<file path="src/rtl/fifo_wr_arbiter.sv">
// Round-robin arbiter sharing the FIFO write port among NUM_REQ valid/ready producers.
// Grants last up to BURST_LEN words (halved while half=1); writes are gated by full.
module fifo_wr_arbiter #(
   parameter int DATA_WIDTH = 8,
   parameter int NUM_REQ    = 4,
   parameter int BURST_LEN  = 4
) (
   input  logic                            clk_wr,
   input  logic                            rst,
   input  logic [NUM_REQ-1:0]              req_valid,
   input  logic [NUM_REQ*DATA_WIDTH-1:0]   req_data,
   output logic [NUM_REQ-1:0]              req_ready,
   input  logic                            full,
   input  logic                            half,
   output logic                            wr_en,
   output logic [DATA_WIDTH-1:0]           data_in,
   output logic [NUM_REQ-1:0]              grant,
   output logic                            busy,
   output logic [15:0]                     wr_count,
   output logic [1:0]                      dbg_state
);

   localparam int IDX_W    = $clog2(NUM_REQ);
   localparam int HALF_LEN = ((BURST_LEN >> 1) > 0) ? (BURST_LEN >> 1) : 1;

   // Handshake: a word moves from requester i when req_valid[i] and req_ready[i]
   // are both high on a rising clk_wr; req_ready is only ever high for the owner.
   typedef enum logic [1:0] {
      S_IDLE  = 2'd0,
      S_BURST = 2'd1,
      S_STALL = 2'd2
   } state_t;

   state_t               r_state, w_state_nxt;
   logic [NUM_REQ-1:0]   r_grant, w_grant_nxt;
   logic [IDX_W-1:0]     r_gidx, w_gidx_nxt;
   logic [IDX_W-1:0]     r_last, w_last_nxt;
   logic [4:0]           r_burst_cnt, w_burst_cnt_nxt;
   logic [15:0]          r_wr_count;
   logic [4:0]           w_lim;
   logic                 w_owner_valid;
   logic                 w_wr;
   logic                 w_pick_found;
   logic [IDX_W-1:0]     w_pick_idx;
   logic [IDX_W-1:0]     w_cand;
   logic                 w_take_pick;

   assign w_lim         = half ? 5'(HALF_LEN) : 5'(BURST_LEN);
   assign w_owner_valid = req_valid[r_gidx];
   assign w_wr          = (r_state == S_BURST) & w_owner_valid & ~full;

   assign wr_en     = w_wr;
   assign req_ready = r_grant & {NUM_REQ{w_wr}};
   assign data_in   = (r_state == S_BURST) ? req_data[r_gidx*DATA_WIDTH +: DATA_WIDTH]
                                           : '0;
   assign grant     = r_grant;
   assign busy      = (r_state != S_IDLE);
   assign wr_count  = r_wr_count;
   assign dbg_state = r_state;

   // Search from last+1 with wrap; the owner itself is the final candidate,
   // so a release with no other requester naturally regrants the owner.
   always_comb begin
      w_pick_found = 1'b0;
      w_pick_idx   = '0;
      w_cand       = '0;
      for (int k = NUM_REQ; k >= 1; k--) begin
         w_cand = IDX_W'((int'(r_last) + k) % NUM_REQ);
         if (req_valid[w_cand]) begin
            w_pick_found = 1'b1;
            w_pick_idx   = w_cand;
         end
      end
   end

   always_comb begin
      w_state_nxt     = r_state;
      w_grant_nxt     = r_grant;
      w_gidx_nxt      = r_gidx;
      w_last_nxt      = r_last;
      w_burst_cnt_nxt = r_burst_cnt;
      w_take_pick     = 1'b0;
      case (r_state)
         S_IDLE: begin
            if (w_pick_found) w_take_pick = 1'b1;
         end
         S_BURST: begin
            if ((w_wr && ((r_burst_cnt + 5'd1) >= w_lim)) || !w_owner_valid) begin
               if (w_pick_found) begin
                  w_take_pick = 1'b1;
               end else begin
                  w_state_nxt = S_IDLE;
                  w_grant_nxt = '0;
               end
            end else if (w_wr) begin
               w_burst_cnt_nxt = r_burst_cnt + 5'd1;
            end else if (full) begin
               w_state_nxt = S_STALL;
            end
         end
         S_STALL: begin
            if (!full || !w_owner_valid) w_state_nxt = S_BURST;
         end
         default: begin
            w_state_nxt = S_IDLE;
            w_grant_nxt = '0;
         end
      endcase
      if (w_take_pick) begin
         w_state_nxt             = S_BURST;
         w_grant_nxt             = '0;
         w_grant_nxt[w_pick_idx] = 1'b1;
         w_gidx_nxt              = w_pick_idx;
         w_last_nxt              = w_pick_idx;
         w_burst_cnt_nxt         = '0;
      end
   end

   always_ff @(posedge clk_wr or posedge rst) begin
      if (rst) begin
         r_state     <= S_IDLE;
         r_grant     <= '0;
         r_gidx      <= '0;
         r_last      <= IDX_W'(NUM_REQ - 1);
         r_burst_cnt <= '0;
         r_wr_count  <= '0;
      end else begin
         r_state     <= w_state_nxt;
         r_grant     <= w_grant_nxt;
         r_gidx      <= w_gidx_nxt;
         r_last      <= w_last_nxt;
         r_burst_cnt <= w_burst_cnt_nxt;
         if (w_wr) r_wr_count <= r_wr_count + 16'd1;
      end
   end

endmodule

</file>
<file path="config.mk">
export PLATFORM = sky130hd
export DESIGN_NAME = fifo_wr_arbiter
export DESIGN_NICKNAME = d
export VERILOG_FILES = /design/src/rtl/fifo_wr_arbiter.sv
export SDC_FILE = /design/constraint.sdc
export NUM_CORES = 1
export LEC_CHECK = 0
export BUFFER_PORTS_ARGS = -buffer_cell sky130_fd_sc_hd__buf_2
export CAP_MARGIN = 20
export CORE_UTILIZATION = 30
export CTS_BUF_LIST = sky130_fd_sc_hd__clkbuf_16
export CTS_CLUSTER_SIZE = 24
export DETAILED_ROUTE_END_ITERATION = 10
export SLEW_MARGIN = 20
export SYNTH_ARGS = -nofsm -noshare
export SYNTH_HDL_FRONTEND = slang
export SYNTH_SLANG_ARGS = --single-unit
</file>
<file path="constraint.sdc">
create_clock -name clk_wr -period 3.72 [get_ports clk_wr]
set_input_delay 0 -clock clk_wr [delete_from_list [all_inputs] [get_ports clk_wr]]
set_output_delay 0 -clock clk_wr [all_outputs]
set_load 0.05 [all_outputs]
</file>
Word-level counts from Yosys, hierarchy flattened
Index checks and enable logic that the tools add are counted.

word-level totals
  register bits = 31
  bits in latches = 0
  RAM bits = 0
  bits in read-only memories = 0
  bits of input ports = 40
  output and inout port bits = 36
  memories kept = 0

operators by class
  $add $sub $neg = 6
  $mul = 0
  divide/modulo/power cells = 0
  order comparisons = 8
  equality and inequality tests = 11
  shift-type cells = 1
  muxes and demuxes = 40
  bitwise logic cells = 4
  reduce and logical (&&, ||, !) cells = 14

operators by type and width
  operator                                                    number
  variable part select 32 x 6 -> 8 bit                        1
  2-to-1 mux 2 bit                                            10
  2-to-1 mux 5 bit                                            4
  less-than comparator 2 x 3 -> 1 bit, second input constant  6
  adder 16 x 1 -> 16 bit, second input constant               1
  2-to-1 mux 1 bit                                            12
  2-to-1 mux 4 bit                                            3
  binary-select mux 1 bit (select 2 bit)                      5
  2-to-1 mux 8 bit                                            1
  inequality test 4 x 3 -> 1 bit, second input constant       2
  case mux 4 bit (2 select lines)                             1
  inequality test 3 bit, second input constant                2
  case mux 2 bit (3 select lines)                             1
  AND reduction 3 bit                                         2
  nonzero test 2 bit                                          3
  adder 5 x 1 -> 5 bit, second input constant                 1
  >= comparator 5 x 3 -> 1 bit                                1
  AND reduction 5 bit                                         1
  adder 2 x 1 -> 2 bit, second input constant                 2
  adder 2 bit, second input constant                          2
  AND 4 bit                                                   1
  inequality test 2 bit, second input constant                2
  inequality test 4 bit, second input constant                1
  2-to-1 mux 3 bit                                            1
  14 further kinds                                            18

Logic depth before layout (Yosys ltp)
  word-level depth = 12
  gate-level depth with buffers = 9
  depth with buffers taken out = 8

Least setup slack after synthesis
OpenSTA, ideal clock, no wires.

  path kind = register -> register
  start point = reg r_burst_cnt[0]
  end point = reg r_gidx[1]
  library setup time = 0.125 ns
  data arrival time = 2.144 ns
  slack = 1.451 ns
  stages on the path, launching flop included = 10
  clock period less this slack = 2.269 ns
  cells stage by stage = dfrtp_1 -> ha_1 -> inv_1 -> ha_1 -> a21bo_2 -> a21oi_1 -> a21oi_1 -> o21a_1 -> buf_2 -> mux2_2

on the way
  word-level cells in the longest chain between the ends = 6

ends and longest elaborated chain
  element                          RTL line  text
  start, declared                  38        logic [4:0] r_burst_cnt, w_burst_cnt_nxt;
  start signal, assigned           132       r_burst_cnt <= w_burst_cnt_nxt;
  adder 5 x 1 -> 5 bit             88        if ((w_wr && ((r_burst_cnt + 5'd1) >= w_lim)) || !w_owner_valid) begin
  >= comparator 5 x 3 -> 1 bit     88
  logical AND 1 bit                88
  logical OR 1 bit                 88
  2-to-1 mux 1 bit                 88
  case mux 1 bit (2 select lines)  83        case (r_state)
  end signal, assigned             130       r_gidx <= w_gidx_nxt;
  end, declared                    36        logic [IDX_W-1:0] r_gidx, w_gidx_nxt;

Every way passes these cells.
A chain may end at the register's enable or synchronous reset.

Final worst setup path
  start point = reg r_burst_cnt[0]
  end point = reg r_grant[1] (netlist: grant[1])

on the way
  word-level cells in the longest chain between the ends = 8
  elaborated cells between the ends (all ways) = 11

ends and longest elaborated chain
  element                                                                  RTL line  text
  adder 5 x 1 -> 5 bit *                                                   88
  >= comparator 5 x 3 -> 1 bit *                                           88
  logical AND 1 bit *                                                      88
  logical OR 1 bit *                                                       88
  2-to-1 mux 1 bit                                                         88
  case mux 1 bit (2 select lines)                                          83
  inequality test 3 x 2 -> 1 bit (no source line) (tied with other cells)  -
  AND reduction 3 bit (no source line)                                     -
  end signal, assigned                                                     129       r_grant <= w_grant_nxt;
  end, declared                                                            35        logic [NUM_REQ-1:0] r_grant, w_grant_nxt;

Every way passes the cells marked *; elsewhere a longest branch is shown, timed or not.

==> results.md <==
Status:
- The flow ran to the end, and the final reports show no timing, DRC or antenna violations.

CTS:
- The clock passes through at most 2 buffers.
- The number of clock sinks is 31.
- The number of clock buffers inserted by TritonCTS is 5.
- Clock latency on the worst-skew pair, taken at its later pin, is around 0.27 ns.
- The tree is rooted in a clkbuf_16.
- Clock-pin slew was measured on the worst setup and hold paths at approximately 0.050 ns.
- TritonCTS built the clock tree.
- The H-tree was split into 2 levels.

Cells and area:
- Measured on the finished design, the core utilization comes to 0.422.
- In the final design database the tool counted 280 nets.
- 0 antenna diodes ended up in the layout.
- The finished layout holds 308 standard cells, fillers aside.
- The layout-stage area growth over the synthesis result is 31.9%.
- The share of final-layout standard cells stronger than drive strength 1 is 0.419.
- The total non-filler cell area in the finished layout is around 2400 um^2.

Floorplan:
- The floorplan step set the die height to roughly 80 um.
- The area of the placeable core is between 5000 and 6000 um^2.
- The count of standard-cell rows is 27.
- During I/O placement, the number of pins put on the boundary was 76.
- For this configuration, the core starts out at a cell density of 0.320.
- The die is 79.8 um wide.
- The die covers roughly 6400 um^2.

Routing:
- In the final routed layout, each cell accounts on average for between 10 and 15 um.
- For this run, design rule violations remaining after detail routing come to 0.
- The detail route stage leaves a number of antenna-violating nets equal to 0.
- For this run, the detailed router's first-pass iteration total came to 4.
- Dividing the detail-routed via count by the number of cells gives 4.92.
- The number of vias after detailed routing is ~1500.
- The initial detailed-routing violation count is 60.
- For this block, the routed nets add up to 4270 um of wire.

Power and ir drop:
- The power per cell area is 822 nW/um^2.
- Summed over all cells, the static leakage comes to approximately 1.2 nW.
- The design draws ~2.0 mW.
- VDD sags by at most 0.000371 V.

Timing:
- For the pin with the worst max-slew slack, the measured transition is about 0.7 ns.
- The count of pins over their slew limit was 0.
- For the finished layout, the period the worst path requires is 2.44 ns.
- The count of endpoints failing hold in the final timing report is 0.
- Final hold analysis gives a worst-case slack of 0.0594 ns.
- After routing, the total negative slack on setup checks comes to 0 ns.
- The max-slew headroom at the worst pin is 0.525.
- The upper clock frequency limit is ~0.41 GHz.
- The final setup violation count is 0.
- Setup repair after global routing left no endpoint under its margin.
- After layout, the worst setup slack is 1.28 ns.
- Across the routed clock network, the largest skew measured is between 0.003 and 0.004 ns.
- In the finished design, the share of the clock period the worst path needs comes to 0.656.

Synthesis:
- Counting every instance in the synthesized netlist gives 158.
- The mean instance size in the synthesized netlist is between 10 and 15 um^2.
- After synthesis, the largest family of logic cells by area is simple AND/OR/NAND/NOR gates.
- The XOR/XNOR share of the synthesized area is 0.0915.
- Sorting the synthesized cells by how often they occur yields dfrtp_1 (29), xnor2_1 (12), nor2b_1 (10).
- The number of register bits inferred by synthesis is 31.
- The number of enable-type register cells in the synthesized netlist is 0.
- The synthesized-area fraction occupied by ao, oa, aoi and oai cells was 0.0819.
- The multiplexer share of the synthesized area is 0.154.
- The dominant register cell in the synthesized netlist is dfrtp_1.
- After synthesis, the cell types taking the most area are dfrtp_1 (40%), mux4_2 (7.4%), xnor2_1 (5.8%).
- The adder-cell share of the synthesized area is 0.0275.
- Summing every instance area after synthesis gives ~1800 um^2.
- The cell with the most instances after synthesis is dfrtp_1.
- Synthesis produced a netlist with a net count of between 200 and 250.
- The sequential-to-total area share from yosys stat is 0.428.
- The top-area cell type share of the netlist area is 0.399.
- The proportion of synthesized flip-flops having asynchronous set or reset is 1.00.
- Yosys printed 0 warnings.
- The number of distinct library cells after synthesis is 38.
- Summed over all instances, the cell type with the most area after synthesis is dfrtp_1.
- Of the total synthesized cell area, the portion taken by AND, OR, NAND and NOR gates is 0.186.

Min path:
- The tightest min-delay check is of the in2reg type.

Setup path:
- The worst setup path is launched from a flip-flop.
- The critical path goes through ha_1 -> inv_1 -> ha_1 -> a21bo_2 -> a21oi_1 -> a21oi_1 -> o32ai_1 -> a32o_1.
- In this run the worst path has a maximum fanout of 5.
- The capturing element type of the critical path is a flip-flop.
- The delay contributed by the slowest stage of the critical path is roughly 0.52 ns.
- The largest delay contributor family on the critical path is compound AO/OA/AOI/OAI gates.
- Among all stages on the critical path, the largest delay is contributed by o32ai_1.
- The buffer and inverter count on the worst path is 1.
- The worst setup path is of the reg2reg kind.
- STA puts the critical path data required time at 3.92 ns.
- STA puts the critical path data arrival time at between 2 and 3 ns.

Global routing:
- Entering global routing, the biggest net connects 32 pins.
- The via count of the first global-routing pass came to 1461.
- The total overflow left after global routing is 0.
- The total track usage is 0.141.
- The first global-routing pass estimated around 6900 um of wire.
- The number of antenna violations at the first check in global routing is 0.

Placement:
- Counting tap cells, the placed design contains a total of 300 instances.
- In this run the tool buffered the top-level ports with 75 buffer cells.
- Once detailed placement completed, the half-perimeter wirelength came to between 3000 and 4000 um.
- The setup slack at placement is 1.25 ns.
- The final weighted congestion in routability-driven placement is between 0.7 and 0.8.
- The cell area after placement is between 2000 and 2500 um^2.

Flow run:
- The max capacitance violation total is 0.
state kept, by name (all words and copies together), names as in the netlist:
signal	flops
wr_count	16
r_last	2
dbg_state	2
grant	4
r_burst_cnt	5
r_gidx	2
tightest hold or removal path, cell delays in order:
cell and delay (ns):
buf_2 0.14, nand2_1 0.10, a21oi_1 0.05
path summary, 6_finish.rpt:
kind / from / end / slack, ns / cells after the start
min: full / dbg_state[1]$_DFFE_PP0P_ / 0.06 / 3
max: r_burst_cnt[0]$_DFFE_PP0P_ / grant[1]$_DFFE_PP0P_ / 1.28 / 8
min in group asynchronous: rst / wr_count[3]$_DFFE_PP0N_ / 0.35 / 4
max in group asynchronous: rst / r_last[0]$_DFFE_PP1P_ / 3.04 / 4
min reg2reg: wr_count[15]$_DFFE_PP0N_ / wr_count[15]$_DFFE_PP0N_ / 0.47 / 1
max reg2reg: r_burst_cnt[0]$_DFFE_PP0P_ / grant[1]$_DFFE_PP0P_ / 1.28 / 8
placed cells by master, fill, tap and decap left out, drive strengths merged, types with 3 or more instances in the layout:
master / instances
buf: 76
dfrtp: 29
xnor2: 12
nor2b: 10
mux4: 9
nand2: 8
nor2: 7
xor2: 7
a21oi: 6
and3: 6
nand3: 6
nand4: 6
mux2: 5
inv: 5
clkbuf: 5
nand2b: 4
o21ai: 4
a32o: 4
and2: 4
ha: 4
and4: 3
cell type report:
type / count / area [um^2]
fill: 552 / 3280
multi-input combinational: 116 / 983
sequential: 31 / 778
timing repair buffer: 77 / 393
clock buffer: 5 / 125
tap: 72 / 90.1
inverter: 5 / 18.8
clock inverter: 2 / 8.76
routing by layer:
metal | track usage | vias up | part of all wire
met1 | 0.183 | 733 | 0.45
met3 | 0.0377 | 4 | 0.057
met2 | 0.225 | 45 | 0.48
met5 | 0 | - | 0
li1 | - | 732 | -
met4 | 0.0482 | 0 | 0.0094
timing repair:
item,in CTS,in global routing
setup buffers,0,0
hold endpoints to repair,29,0
hold buffers,1,0
gates resized for setup,0,0
power by group:
group / total, mW / switching [mW] / internal (mW) / leakage [nW]
registers: 0.547 / 0.122 / 0.424 / 0.406
logic: 1.05 / 0.694 / 0.357 / 0.753
clock network: 0.374 / 0.134 / 0.240 / 0.0671
total: 1.97 / 0.950 / 1.02 / 1.23
kinds of logic (layout without fill, tap and decap cells):
logic type,Yosys count,count (layout)
flip-flops,31,31
XOR/XNOR,19,19
buffers and inverters,11,89
multiplexers,15,15
AND/OR/NAND/NOR,57,57
AO/OA/AOI/OAI,21,21
adder cells (fa/ha/maj),4,4
(Power assumes the default switching activity.)
